--- config.mk ---
export PLATFORM = sky130hd
export DESIGN_NAME = vga_timing
export DESIGN_NICKNAME = d
export VERILOG_FILES = /design/src/rtl/vga_pkg.sv /design/src/rtl/clk_en_div.sv /design/src/rtl/vga_timing.sv
export SDC_FILE = /design/constraint.sdc
export NUM_CORES = 1
export LEC_CHECK = 0
export ABC_AREA = 1
export CAP_MARGIN = 20
export CORE_MARGIN = 2
export CORE_UTILIZATION = 50
export CTS_BUF_LIST = sky130_fd_sc_hd__clkbuf_16
export CTS_CLUSTER_SIZE = 30
export DETAILED_ROUTE_END_ITERATION = 10
export PLACE_DENSITY = 0.82
export SLEW_MARGIN = 20
export SYNTH_ARGS = -nofsm -noshare
export SYNTH_HDL_FRONTEND = slang
export SYNTH_SLANG_ARGS = --single-unit
--- constraint.sdc ---
create_clock -name clk -period 1.6 [get_ports clk]
set_input_delay 0.32 -clock clk [delete_from_list [all_inputs] [get_ports clk]]
set_output_delay 0.32 -clock clk [all_outputs]
set_load 0.05 [all_outputs]
--- src/rtl/vga_pkg.sv ---
// ---------------------------------------------------------------------------
// vga_pkg
// Shared raster geometry for the 640x480@60 Hz VGA timing path.
//   H_* : horizontal region widths in pixels (visible, front porch, sync, back porch)
//   V_* : vertical region heights in lines
//   H_TOTAL / V_TOTAL : full line / frame lengths
//   coord_t : row/column coordinate type used by the display path
// ---------------------------------------------------------------------------
package vga_pkg;

  localparam int H_VISIBLE = 640;
  localparam int H_FP      = 16;
  localparam int H_SYNC    = 96;
  localparam int H_BP      = 48;

  localparam int V_VISIBLE = 480;
  localparam int V_FP      = 10;
  localparam int V_SYNC    = 2;
  localparam int V_BP      = 33;

  localparam int H_TOTAL = H_VISIBLE + H_FP + H_SYNC + H_BP;  // 800
  localparam int V_TOTAL = V_VISIBLE + V_FP + V_SYNC + V_BP;  // 525

  typedef logic [9:0] coord_t;

  // True when lo <= v <= hi (inclusive window test on a coordinate).
  function automatic logic in_window(input coord_t v, input int lo, input int hi);
    return (v >= coord_t'(lo)) && (v <= coord_t'(hi));
  endfunction

endpackage

--- src/rtl/clk_en_div.sv ---
// ---------------------------------------------------------------------------
// clk_en_div
// Clock-enable divider: produces a one-clock strobe every DIV clocks.
//   clk   : board clock
//   rst_n : asynchronous active-low reset (counter returns to 0)
//   en    : strobe, high while the divider count equals DIV-1
// With DIV = 1 the count is pinned at 0, which equals DIV-1, so en stays high.
// ---------------------------------------------------------------------------
module clk_en_div #(
  parameter int DIV = 2
) (
  input  logic clk,
  input  logic rst_n,
  output logic en
);

  // At least one bit so the DIV = 1 case still elaborates cleanly.
  localparam int W = (DIV > 1) ? $clog2(DIV) : 1;
  localparam logic [W-1:0] LAST = W'(DIV - 1);

  logic [W-1:0] div;

  always_ff @(posedge clk or negedge rst_n) begin
    if (!rst_n) begin
      div <= '0;
    end else if (div == LAST) begin
      div <= '0;
    end else begin
      div <= div + 1'b1;
    end
  end

  // Decoded combinationally so the strobe lines up with the counter value.
  assign en = (div == LAST);

endmodule

--- src/rtl/vga_timing.sv ---
// ---------------------------------------------------------------------------
// vga_timing
// Free-running VGA raster generator (default 640x480@60 Hz from a 50 MHz
// clock with CLK_DIV = 2). Column and row counters advance on the pixel
// strobe; sync/active/frame flags are registered from the next-state
// counter values so every output changes on the same edge as c/r.
//   clk         : board clock
//   rst_n       : asynchronous active-low reset
//   pix_en      : one-clock pixel strobe
//   c, r        : column 0..H_TOTAL-1, row 0..V_TOTAL-1
//   active      : visible-area flag
//   hsync/vsync : active-low sync pulses
//   frame_start : one pixel-period pulse while at (0,0) after a frame wrap
// The geometry parameters default to the standard mode; they exist so the
// same counter structure can drive other raster sizes.
// ---------------------------------------------------------------------------
module vga_timing
  import vga_pkg::*;
#(
  parameter int CLK_DIV = 2,
  parameter int H_ACT   = H_VISIBLE,
  parameter int H_FRONT = H_FP,
  parameter int H_PULSE = H_SYNC,
  parameter int H_BACK  = H_BP,
  parameter int V_ACT   = V_VISIBLE,
  parameter int V_FRONT = V_FP,
  parameter int V_PULSE = V_SYNC,
  parameter int V_BACK  = V_BP
) (
  input  logic       clk,
  input  logic       rst_n,
  output logic       pix_en,
  output logic [9:0] c,
  output logic [9:0] r,
  output logic       active,
  output logic       hsync,
  output logic       vsync,
  output logic       frame_start
);

  localparam int HT  = H_ACT + H_FRONT + H_PULSE + H_BACK;
  localparam int VT  = V_ACT + V_FRONT + V_PULSE + V_BACK;
  localparam int HS0 = H_ACT + H_FRONT;
  localparam int HS1 = HS0 + H_PULSE - 1;
  localparam int VS0 = V_ACT + V_FRONT;
  localparam int VS1 = VS0 + V_PULSE - 1;

  coord_t c_reg, c_next;
  coord_t r_reg, r_next;
  logic   active_reg, hsync_reg, vsync_reg, frame_start_reg;
  logic   line_end, frame_end;

  clk_en_div #(
    .DIV (CLK_DIV)
  ) u_div (
    .clk   (clk),
    .rst_n (rst_n),
    .en    (pix_en)
  );

  // Next-state counter values; only applied on pix_en.
  always_comb begin
    line_end  = (c_reg == coord_t'(HT - 1));
    frame_end = line_end && (r_reg == coord_t'(VT - 1));
    c_next    = line_end ? '0 : c_reg + 10'd1;
    r_next    = r_reg;
    if (line_end) begin
      r_next = (r_reg == coord_t'(VT - 1)) ? '0 : r_reg + 10'd1;
    end
  end

  always_ff @(posedge clk or negedge rst_n) begin
    if (!rst_n) begin
      c_reg           <= '0;
      r_reg           <= '0;
      active_reg      <= 1'b1;  // (0,0) is inside the visible window
      hsync_reg       <= 1'b1;
      vsync_reg       <= 1'b1;
      frame_start_reg <= 1'b0;
    end else if (pix_en) begin
      c_reg           <= c_next;
      r_reg           <= r_next;
      // Flags decoded from the values the counters are about to take, so
      // they are aligned with c/r and come straight from flops.
      active_reg      <= in_window(c_next, 0, H_ACT - 1) && in_window(r_next, 0, V_ACT - 1);
      hsync_reg       <= !in_window(c_next, HS0, HS1);
      vsync_reg       <= !in_window(r_next, VS0, VS1);
      // Set on the wrap edge, cleared on the following pixel strobe.
      frame_start_reg <= frame_end;
    end
  end

  assign c           = c_reg;
  assign r           = r_reg;
  assign active      = active_reg;
  assign hsync       = hsync_reg;
  assign vsync       = vsync_reg;
  assign frame_start = frame_start_reg;

endmodule
==> insert_results.sql <==
INSERT INTO impl_metrics (metric_group, metric, value, unit) VALUES
('worst_setup_path', 'cpLargestDelayFamily', 'simple AND/OR/NAND/NOR gates', ''),
('drt', 'routed_wirelength', '4990', 'µm'),
('worst_setup_path', 'critical_path.startpoint_type', 'register', ''),
('power', 'worst_ir_drop_vdd', '405', 'µV'),
('grt', 'grt_start_max_net_pins', '26', ''),
('drt', 'wire_per_inst', '15.0', 'µm'),
('grt', 'top_usage_layer', 'met2', ''),
('yosys', 'post_synth_num_cell_types', '29', ''),
('timing', 'worst_slew_margin_rel', '0.785', ''),
('layout', 'drive_above_1_share', '0.424', ''),
('clock_network', 'tritoncts_num_sinks', '25', ''),
('die', 'die_width', '61.2', 'µm'),
('timing', 'final_min_period_over_clock_period', '1.06', ''),
('die', 'initial_core_util', '0.531', ''),
('place', 'io_buffers', '26', ''),
('drt', 'drt-pass1-iter-count', '5', ''),
('drt', 'final_antenna_net_count', '0', ''),
('timing', 'setup_tns', '-0.114', 'ns'),
('run', 'maxCapViolCount', '0', ''),
('worst_setup_path', 'rr_worst_depth', '13', ''),
('drt', 'vias', '1744', ''),
('die', 'placementRows', '20', ''),
('worst_setup_path', 'cp_slowest_stage_delay', '0.44', 'ns'),
('die', 'overall_die_height', '61.2', 'µm'),
('worst_setup_path', 'regToRegStartpoint', 'r[0]', ''),
('timing', 'finalClockSkew', '0.00720', 'ns'),
('yosys', 'synth_top_area_share', '0.337', ''),
('timing', 'worst_slack', '-0.102', 'ns'),
('grt', 'track_usage', '0.257', ''),
('layout', 'post-route-util', '0.845', ''),
('die', 'core_area', '0.00308', 'mm²'),
('worst_setup_path', 'cp_data_required_time', '1.80', 'ns'),
('yosys', 'synth_commonest_cells', 'sky130_fd_sc_hd__nand2_1 (68), sky130_fd_sc_hd__nor2_1 (25), sky130_fd_sc_hd__inv_1 (24)', ''),
('yosys', 'synth-seq-area-share', '0.385', ''),
('worst_setup_path', 'rr_endpoint', 'vsync', ''),
('power', 'design_power_total', '1.22', 'mW'),
('worst_setup_path', 'cp.buffers_inverters', '1', ''),
('clock_network', 'clk_root_buffer_cell', 'sky130_fd_sc_hd__clkbuf_16', ''),
('power', 'p_per_area', '471', 'mW/mm²'),
('grt', 'global_route.usage.met1', '0.360', ''),
('timing', 'hold_viol', '0', ''),
('drt', 'drt_first_iter_violations', '120', ''),
('yosys', 'asyncSetResetFlopFracSynth', '1.00', ''),
('worst_setup_path', 'critical-path-slowest-cell', 'sky130_fd_sc_hd__dfrtp_2', ''),
('worst_setup_path', 'crit_path_end_kind', 'register', ''),
('grt', 'global_route_wire_length_before_repair', '7130', 'µm'),
('clock_network', 'clock_tree.buffer_depth', '2', ''),
('grt', 'overflow', '0', ''),
('yosys', 'synth_most_common_cell', 'sky130_fd_sc_hd__nand2_1', ''),
('yosys', 'syn_nets', '238', ''),
('clock_network', 'insertion_delay', '0.26', 'ns'),
('run_status', 'failed_checks', 'negative setup slack', ''),
('yosys', 'post_synth_instance_area', '0.00164', 'mm²'),
('layout', 'fill_cells', '167', ''),
('yosys', 'synthTopCellsByArea', 'sky130_fd_sc_hd__dfrtp_1 (34%), sky130_fd_sc_hd__nand2_1 (16%), sky130_fd_sc_hd__nand3_1 (6.7%)', ''),
('timing', 'setup_viol', '2', ''),
('run_status', 'run_status', 'finished with violations', ''),
('timing', 'hold_slack', '0.430', 'ns'),
('yosys', 'ys.warnings.count', '0', ''),
('grt', 'grt_pass1_vias', '1587', ''),
('yosys', 'ys_seq_elements', '25', ''),
('drt', 'viasPerCell', '5.25', ''),
('layout', 'ff_latch_area', '648', 'µm²'),
('timing', 'grt_setup_unrepaired', 'true', ''),
('timing', 'tightest_pin_transition', '0.322', 'ns'),
('timing', 'final.min_clock_period', '1.70', 'ns'),
('clock_network', 'htree_levels', '1', ''),
('layout', 'flow.area_growth_from_synthesis', '59.1', '%'),
('die', 'floorplan.io_pins', '27', ''),
('layout', 'antennaDiodeCount', '0', ''),
('clock_network', 'cts_tree', 'built', '');
## report_power, final
part	switching, mW	internal, mW
Combinational	0.0123	0.00375
Clock	0.239	0.338
Sequential	0	0.632
Total	0.251	0.973
## logic make-up (layout without fill, tap and decap cells)
logic type      Yosys count  after routing  synth area share
buf+inv                  34             90            0.0803
simple gates            139            139             0.398
compound gates           28             28            0.0956
flops                    25             25             0.385
fa+ha+maj                 4              4            0.0306
xor+xnor                  2              2            0.0107
## what timing repair did
| item | 4_1_cts | 5_1_grt |
|---|---|---|
| buffers inserted | 1 | 10 |
| setup endpoints to repair | 2 | 7 |
| resized for setup | 3 | 25 |
| cloned | 0 | 0 |
| pin swaps | 2 | 18 |
## per-stage QoR
step                      setup WS [ns]  instance area, µm²  instances
after floorplan                 -0.0174                1670        232
after global placement          -0.0426                2350        317
after detailed placement        -0.0810                2350        317
after CTS                       -0.0316                2440        322
after global routing             -0.231                2600        332
final                            -0.102                2600        332
## layout make-up
| type | count | area share |
|---|---|---|
| tap | 44 | 0.0212 |
| clock inverter | 1 | 0.00192 |
| timing repair buffer | 56 | 0.281 |
| clock buffer | 3 | 0.0289 |
| inverter | 30 | 0.0452 |
| multi-input combinational | 173 | 0.373 |
| sequential | 25 | 0.249 |
## per-layer routing
metal,wire length (µm),share of wire
met5,0,0
met4,90,0.018
met1,2070,0.41
met3,280,0.056
met2,2550,0.51
## worst max-delay path by stage
| stage | start | endpoint | depth (start not counted) |
|---|---|---|---|
| after floorplan | c[1] | r[8] | 9 |
| after global placement | r[0] | vsync | 13 |
| after detailed placement | r[0] | vsync | 13 |
| after CTS | r[1] | vsync | 13 |
| after global routing | c[0] | vsync | 12 |
| final | r[0] | vsync | 13 |
## cell usage in the layout (no fill, tap or decap)
cell,Yosys,layout
sky130_fd_sc_hd__nor2_4,4,6
sky130_fd_sc_hd__clkbuf_16,0,3
sky130_fd_sc_hd__o21ai_0,16,14
sky130_fd_sc_hd__inv_4,1,2
sky130_fd_sc_hd__o22ai_1,1,1
sky130_fd_sc_hd__buf_6,0,2
sky130_fd_sc_hd__buf_4,0,29
sky130_fd_sc_hd__ha_1,4,2
sky130_fd_sc_hd__clkdlybuf4s50_1,0,1
sky130_fd_sc_hd__nor3_4,0,1
sky130_fd_sc_hd__a21oi_1,2,2
sky130_fd_sc_hd__o21ai_1,4,5
sky130_fd_sc_hd__ha_4,0,2
sky130_fd_sc_hd__o21bai_1,2,2
sky130_fd_sc_hd__dfrtp_2,0,15
sky130_fd_sc_hd__nand3_1,22,20
sky130_fd_sc_hd__o21a_1,1,1
sky130_fd_sc_hd__nor3_2,2,1
sky130_fd_sc_hd__clkinv_2,0,1
sky130_fd_sc_hd__buf_12,0,24
sky130_fd_sc_hd__clkinv_1,1,1
sky130_fd_sc_hd__nand4_1,3,3
sky130_fd_sc_hd__nand2_4,0,1
sky130_fd_sc_hd__nand3_2,1,2
sky130_fd_sc_hd__nand2_2,6,11
sky130_fd_sc_hd__dfstp_2,3,3
sky130_fd_sc_hd__nor2_2,3,6
sky130_fd_sc_hd__o21ai_2,2,3
sky130_fd_sc_hd__inv_1,24,22
sky130_fd_sc_hd__or2_2,3,3
sky130_fd_sc_hd__nand3_4,1,2
sky130_fd_sc_hd__nor2_1,25,20
sky130_fd_sc_hd__nor3_1,1,1
sky130_fd_sc_hd__nand2_1,68,62
sky130_fd_sc_hd__dfrtp_1,22,7
sky130_fd_sc_hd__inv_2,4,5
sky130_fd_sc_hd__xor2_1,2,2
No activity file was read; power rests on OpenSTA's default activity.
